$ cat src/rtl/link_pkg.sv
// Shared constants and types for the single-wire serial link.
// Used by both the transmit and receive ends.
package link_pkg;

    localparam int DATA_BITS = 8;

    localparam logic START_LEVEL = 1'b0;
    localparam logic STOP_LEVEL  = 1'b1;
    localparam logic IDLE_LEVEL  = 1'b1;

    typedef enum logic [1:0] {
        IDLE,
        START,
        DATA,
        STOP
    } tx_state_t;

endpackage

$ cat src/rtl/bit_timer.sv
// Bit-period counter for the serial link.
// Raises tick on the last clock of every bit period.
module bit_timer #(
    parameter int CLKS_PER_BIT = 1
) (
    input  logic clk,
    input  logic rst,
    input  logic restart,
    output logic tick
);

    localparam int CW = (CLKS_PER_BIT > 1) ? $clog2(CLKS_PER_BIT) : 1;
    localparam logic [CW-1:0] LAST = CW'(CLKS_PER_BIT - 1);

    logic [CW-1:0] cnt;

    assign tick = (cnt == LAST);

    always_ff @(posedge clk) begin
        if (!rst || restart) begin
            cnt <= '0;
        end else if (tick) begin
            cnt <= '0;
        end else begin
            cnt <= cnt + CW'(1);
        end
    end

endmodule

$ cat src/rtl/transmit.sv
// Serial frame transmitter: start bit, 8 data bits MSB first, stop bit.
// One byte of buffering lets frames run back to back without a gap.
module transmit
    import link_pkg::*;
#(
    parameter int CLKS_PER_BIT = 1
) (
    input  logic       clk,
    input  logic       rst,
    input  logic [7:0] word,
    input  logic       send,
    output logic       ready,
    output logic       txd,
    output logic       done
);

    localparam int BW = $clog2(DATA_BITS);
    localparam logic [BW-1:0] LAST_BIT = BW'(DATA_BITS - 1);

    tx_state_t state, state_n;

    logic [DATA_BITS-1:0] shift, shift_n;
    logic [DATA_BITS-1:0] buf_data, buf_data_n;
    logic                 buf_full, buf_full_n;
    logic [BW-1:0]        bit_cnt, bit_cnt_n;
    logic                 txd_q, txd_n;
    logic                 tick;
    logic                 accept;

    bit_timer #(
        .CLKS_PER_BIT(CLKS_PER_BIT)
    ) u_timer (
        .clk    (clk),
        .rst    (rst),
        .restart(state == IDLE),
        .tick   (tick)
    );

    assign ready  = !buf_full;
    assign accept = send && ready;
    assign txd    = txd_q;
    assign done   = (state == STOP) && tick;

    always_comb begin
        state_n    = state;
        shift_n    = shift;
        buf_data_n = buf_data;
        buf_full_n = buf_full;
        bit_cnt_n  = bit_cnt;

        // A byte goes to the buffer unless the shifter is free right now.
        if (accept && !(state == IDLE || (state == STOP && tick))) begin
            buf_full_n = 1'b1;
            buf_data_n = word;
        end

        unique case (state)
            IDLE: begin
                if (accept) begin
                    state_n = START;
                    shift_n = word;
                end
            end
            START: begin
                if (tick) begin
                    state_n = DATA;
                end
            end
            DATA: begin
                if (tick) begin
                    if (bit_cnt == LAST_BIT) begin
                        state_n   = STOP;
                        bit_cnt_n = '0;
                    end else begin
                        bit_cnt_n = bit_cnt + BW'(1);
                        shift_n   = {shift[DATA_BITS-2:0], 1'b0};
                    end
                end
            end
            STOP: begin
                if (tick) begin
                    if (buf_full) begin
                        state_n    = START;
                        shift_n    = buf_data;
                        buf_full_n = 1'b0;
                    end else if (accept) begin
                        state_n = START;
                        shift_n = word;
                    end else begin
                        state_n = IDLE;
                    end
                end
            end
            default: begin
                state_n = IDLE;
            end
        endcase

        unique case (state_n)
            START:   txd_n = START_LEVEL;
            DATA:    txd_n = shift_n[DATA_BITS-1];
            STOP:    txd_n = STOP_LEVEL;
            default: txd_n = IDLE_LEVEL;
        endcase
    end

    always_ff @(posedge clk) begin
        if (!rst) begin
            state    <= IDLE;
            shift    <= '0;
            buf_data <= '0;
            buf_full <= 1'b0;
            bit_cnt  <= '0;
            txd_q    <= IDLE_LEVEL;
        end else begin
            state    <= state_n;
            shift    <= shift_n;
            buf_data <= buf_data_n;
            buf_full <= buf_full_n;
            bit_cnt  <= bit_cnt_n;
            txd_q    <= txd_n;
        end
    end

endmodule

$ cat config.mk
export PLATFORM = sky130hd
export DESIGN_NAME = transmit
export DESIGN_NICKNAME = d
export VERILOG_FILES = /design/src/rtl/link_pkg.sv /design/src/rtl/bit_timer.sv /design/src/rtl/transmit.sv
export SDC_FILE = /design/constraint.sdc
export NUM_CORES = 1
export LEC_CHECK = 0
export ABC_CLOCK_PERIOD_IN_PS = 2450
export BUFFER_PORTS_ARGS = -buffer_cell sky130_fd_sc_hd__buf_2
export CORE_ASPECT_RATIO = 1.2
export CORE_MARGIN = 3
export CORE_UTILIZATION = 45
export DETAILED_ROUTE_END_ITERATION = 8
export GPL_TIMING_DRIVEN = 0
export SYNTH_ARGS = -nofsm -noshare
export SYNTH_HDL_FRONTEND = slang
export SYNTH_HIERARCHICAL = 1
export SYNTH_SLANG_ARGS = --single-unit
$ cat constraint.sdc
create_clock -name clk -period 2.45 [get_ports clk]
set_input_delay 0.1225 -clock clk [delete_from_list [all_inputs] [get_ports clk]]
set_output_delay 0.1225 -clock clk [all_outputs]
set_load 0.03 [all_outputs]
Word-level counts from Yosys, hierarchy flattened --
Index checks and enable logic that the tools add are counted.
Word-level totals: bits of input ports 11, word-level logic and storage cells 53, memory bits (read-only) 0, memory bits (writable) 0, latch bits 0, bits in registers 24, output and inout bits 3, memories 0
Operators by class: multiplexer cells 20, add/sub/neg operators 2, $mul 0, bitwise operators 1, shift operators 0, magnitude comparators 0, eq/ne operators 9, reduce and logical (&&, ||, !) cells 13, div/mod/pow operators 0
Operator list (count):
- two-way mux 8 bit | 5
- case mux 8 bit (3 select lines) | 1
- two-way mux 2 bit | 5
- case mux 2 bit (4 select lines) | 1
- == test 2 bit (second input constant) | 3
- two-way mux 1 bit | 6
- != test 2 bit (second input constant) | 3
- == test 2 x 1 -> 1 bit (second input constant) | 2
- AND reduction 4 bit | 1
- adder 3 x 1 -> 3 bit (second input constant) | 1
- == test 3 bit (second input constant) | 1
- logical AND 1 bit | 3
- logical NOT 1 bit | 3
- two-way mux 3 bit | 1
- nonzero test 3 bit | 1
- logical NOT 2 bit | 1
- logical OR 1 bit | 2
- case mux 1 bit (2 select lines) | 1
- AND reduction 2 bit | 1
- OR reduction 2 bit | 1
- adder 1 bit (second input constant) | 1
- inverter 1 bit | 1

Depth between registers and ports, before layout --
depth in word-level cells 9, depth in mapped cells 9, mapped depth without buffers 7

Hierarchy --
The synthesis kept the hierarchy.
Modules (own cells, without submodules):
- transmit | times used 1, area an instance 1281.2 µm², cells each 146, sequential area each 460.4 µm²
- bit_timer | times used 1, area an instance 27.5 µm², cells each 3, sequential area each 20.0 µm²

Worst setup path after synthesis --
Ideal clock, no wire load.
path type register -> register, start point register bit_cnt[0], end point register txd_q (netlist: txd), setup slack 0.620 ns, arrival 1.687 ns, cell stages (with the launch flop) 8, clock period less this slack 1.830 ns, setup time 0.144 ns, data required time 2.306 ns, cells stage by stage dfxtp_1 ha_1 ha_1 nand2b_1 mux2_2 a22o_1 o31ai_4 a41oi_1
On the way: longest elaborated chain between the ends 6
Ends and longest elaborated chain:
- from (decl) | line transmit.sv:25 | logic [BW-1:0] bit_cnt, bit_cnt_n;
- from (signal assigned) | line transmit.sv:120 | bit_cnt <= bit_cnt_n;
- == test 3 bit (*) | line transmit.sv:71 | if (bit_cnt == LAST_BIT) begin
- two-way mux 2 bit | line transmit.sv:71
- two-way mux 2 bit | line transmit.sv:70 | if (tick) begin
- case mux 2 bit (4 select lines) | line transmit.sv:57 | unique case (state)
- == test 2 bit / == test 2 x 1 -> 1 bit (equally long branches) | line transmit.sv:99 | unique case (state_n)
- case mux 1 bit (2 select lines) (*) | line transmit.sv:99
- to (signal assigned) | line transmit.sv:121 | txd_q <= txd_n;
- to (decl) | line transmit.sv:26 | logic txd_q, txd_n;
Every way passes the cells marked *; elsewhere a longest branch is shown, timed or not. The select of a mux whose other input is x is not followed. A chain may end at the register's enable or synchronous reset.

Worst setup path after layout --
start point register state[0], end point register txd_q (netlist: txd)
On the way: longest elaborated chain between the ends 5
Ends and longest elaborated chain:
- from (decl) | line transmit.sv:20 | tx_state_t state, state_n;
- from (signal assigned) | line transmit.sv:116 | state <= state_n;
- two-way mux 2 bit | line transmit.sv:71
- two-way mux 2 bit | line transmit.sv:70
- case mux 2 bit (4 select lines) | line transmit.sv:57
- == test 2 bit / == test 2 x 1 -> 1 bit (equally long branches) | line transmit.sv:99
- case mux 1 bit (2 select lines) (*) | line transmit.sv:99
Every way passes the cells marked *; elsewhere a longest branch is shown, timed or not.

==> flow_summary.yaml <==
run_status:
  status: "finished clean"
clock_tree:
  cts_buffers: 3
  cts_hold_buf: 0
  clk_pin_slew_ns: 0.15
  clock_sinks: 24
  cts_htree_levels: 1
  cts.path.max_buffers: 2
  clock_latency_ns: 0.33
  cts_root_buf: "clkbuf_4"
  cts_tree: "yes"
min_path:
  hold-path-cell-count: 3
  hp-class: "in2reg"
final_layout:
  final_common_cell: "dfxtp_1"
  layout.nets: 185
  n_fill_cell: 279
  multi_input_area_um2: 761
  synthToLayoutAreaGrowth_pct: 12.4
  fin_area_um2: 1470
  register_area_um2: 480
  diodes: 0
  layout_common_cells: "dfxtp_1, nor2_1, mux2i_1, buf_2, a22oi_1"
  drive_above_1_share_pct: 16.3
routing:
  via_per_inst: 5.50
  drt_iter0_markers: 28
  wire_per_inst_um: 14.3
  ant_nets: 0
  totalWireLength_um: 2850
  num_vias: 1094
  drtPass1Iterations: 4
  drc: 0
critical_path:
  crit_type: "reg2reg"
  required_ns: 2.71
  worst_r2r_path_depth: 8
  worstPathMaxFanout: 10
  critPathArrivalTime_ns: 2.37
  endpoint_kind: "flip-flop"
  start_kind: "flip-flop"
timing:
  finClkSkew_ns: 0.00472
  fmax_mhz: 475
  period_minus_slack_ns: 2.11
  whs_ns: 0.0288
  max_slew_margin_pct: 60.0
  timing.final.crit_share_pct: 86.0
  fin_tns_setup_ns: 0
  final-hold-violation-count: 0
  final-setup-viol-count: 0
  worst_pin_slew_ns: 0.592
  drv_slew: 0
  rsz0062_at_grt: "no"
floorplanning:
  rows: 20
  design.die.area_um2: 3590
  initial_core_util_pct: 49.3
  die_height_um: 65.1
  ios: 14
  die_w_um: 55.2
  placeableCoreArea_um2: 2650
grt:
  grt_pass1_vias: 1100
  grt_usage_pct: 17.4
  grt_overflow: 0
  grt_first_pass_wirelength_um: 5020
  grt_max_degree: 15
  antenna_found_initial: 0
placement:
  gp_congestion: 0.818
  placed_area_um2: 1420
  port_buffers: 13
  dpl.hpwl_um: 2040
yosys:
  synthesis.nets: 167
  yosysWarnings: 6
  yosysUniqueCellTypes: 31
  syn_inst: 149
  synth_edf_count: 0
  synthFlopType: "dfxtp_1"
  synthArstFlopShare_pct: 0
  netlist_area_um2: 1310
  ys_seq_area_share_pct: 36.7
  synth_area_per_cell_um2: 8.78
  ys_seq_elements: 24
power_and_ir_drop:
  leakagePower_nw: 0.660
  ir_worst_vdd_mv: 0.532
  power_density_nw_per_um2: 1050
run:
  max_cap_violations: 0
-- layout make-up --
cell class	count	share of cell area, %
buffer	9	3.06
clock buffer	3	1.53
tap	33	2.81
multi-input combinational	109	51.7
clock inverter	1	2.04
inverter	7	1.79
sequential	24	32.7
timing repair buffer	13	4.42
-- flip-flops by register name, indices dropped and copies added (netlist names) --
name         flops
txd              1
u_timer/cnt      1
buf_full         1
buf_data         8
shift            8
bit_cnt          3
state            2
-- synth_stat cells (all sizes together) (2+ instances only) --
cell type / instances / area share, %
clkbuf: 5 / 1.4
a22oi: 13 / 7.5
mux2i: 17 / 13
o21ai: 9 / 3.4
nand3: 3 / 1.1
a21oi: 8 / 3.1
o31ai: 2 / 2.2
nand2b: 3 / 1.4
nor3: 4 / 1.5
nor2: 21 / 6.0
inv: 7 / 2.0
nand3b: 2 / 1.1
buf: 4 / 2.0
ha: 7 / 6.7
nand2: 7 / 2.0
dfxtp: 24 / 37
mux2: 2 / 2.0
-- metal layers --
metal  global-route usage, %  up-vias  share of wire, %
li1                        -      566                 -
met1                    21.4      504                45
met2                    30.6       19                50
met3                    1.99        5               3.1
met4                    7.29        0               1.7
met5                       0        -                 0
-- worst paths after layout --
kind                            slack, ns  startpoint     endpoint
worst max register to register       0.34    state[0]          txd
worst min register to register       0.48  bit_cnt[1]   bit_cnt[1]
worst min-delay path                 0.03     word[0]  buf_data[0]
worst max-delay path                 0.34    state[0]          txd
-- stage by stage --
step                utilization (%)  instances  power, mW  setup slack (ns)
floorplan                         -        149       1.08             0.620
global placement               53.3        195       1.24             0.251
detailed placement             53.3        195       1.24             0.247
CTS                            55.3        199       1.54             0.228
global route                   55.5        199       1.66            0.0427
finish                         55.5        199       1.55             0.344
-- logic make-up after synthesis --
group | count (synthesis) | share of synthesized area (%)
AND/OR/NAND/NOR | 43 | 15.2
AO/OA/AOI/OAI | 39 | 20.7
flip-flops | 24 | 36.7
multiplexers | 19 | 15.0
buffers and inverters | 16 | 5.45
adder cells (fa/ha/maj) | 7 | 6.69
other | 1 | 0.287
-- power breakdown --
group,internal [mW],switching (mW)
sequential,0.478,0.0689
clock,0.166,0.136
combinational,0.277,0.421
total,0.920,0.626
-- repair_timing --
action | CTS | global route
endpoints found under the setup margin | 0 | 2
resized for setup | 0 | 1
setup buffers | 0 | 0
-- worst max-delay path, cell delays in order, from the launching register on --
cell	delay, ns
dfxtp_1	0.43
inv_1	0.10
ha_1	0.23
buf_2	0.19
nand3_1	0.09
o21ai_0	0.11
o41ai_1	0.58
a21oi_1	0.15
a41oi_1	0.17
Note: power is estimated with default switching activity, not from simulation.
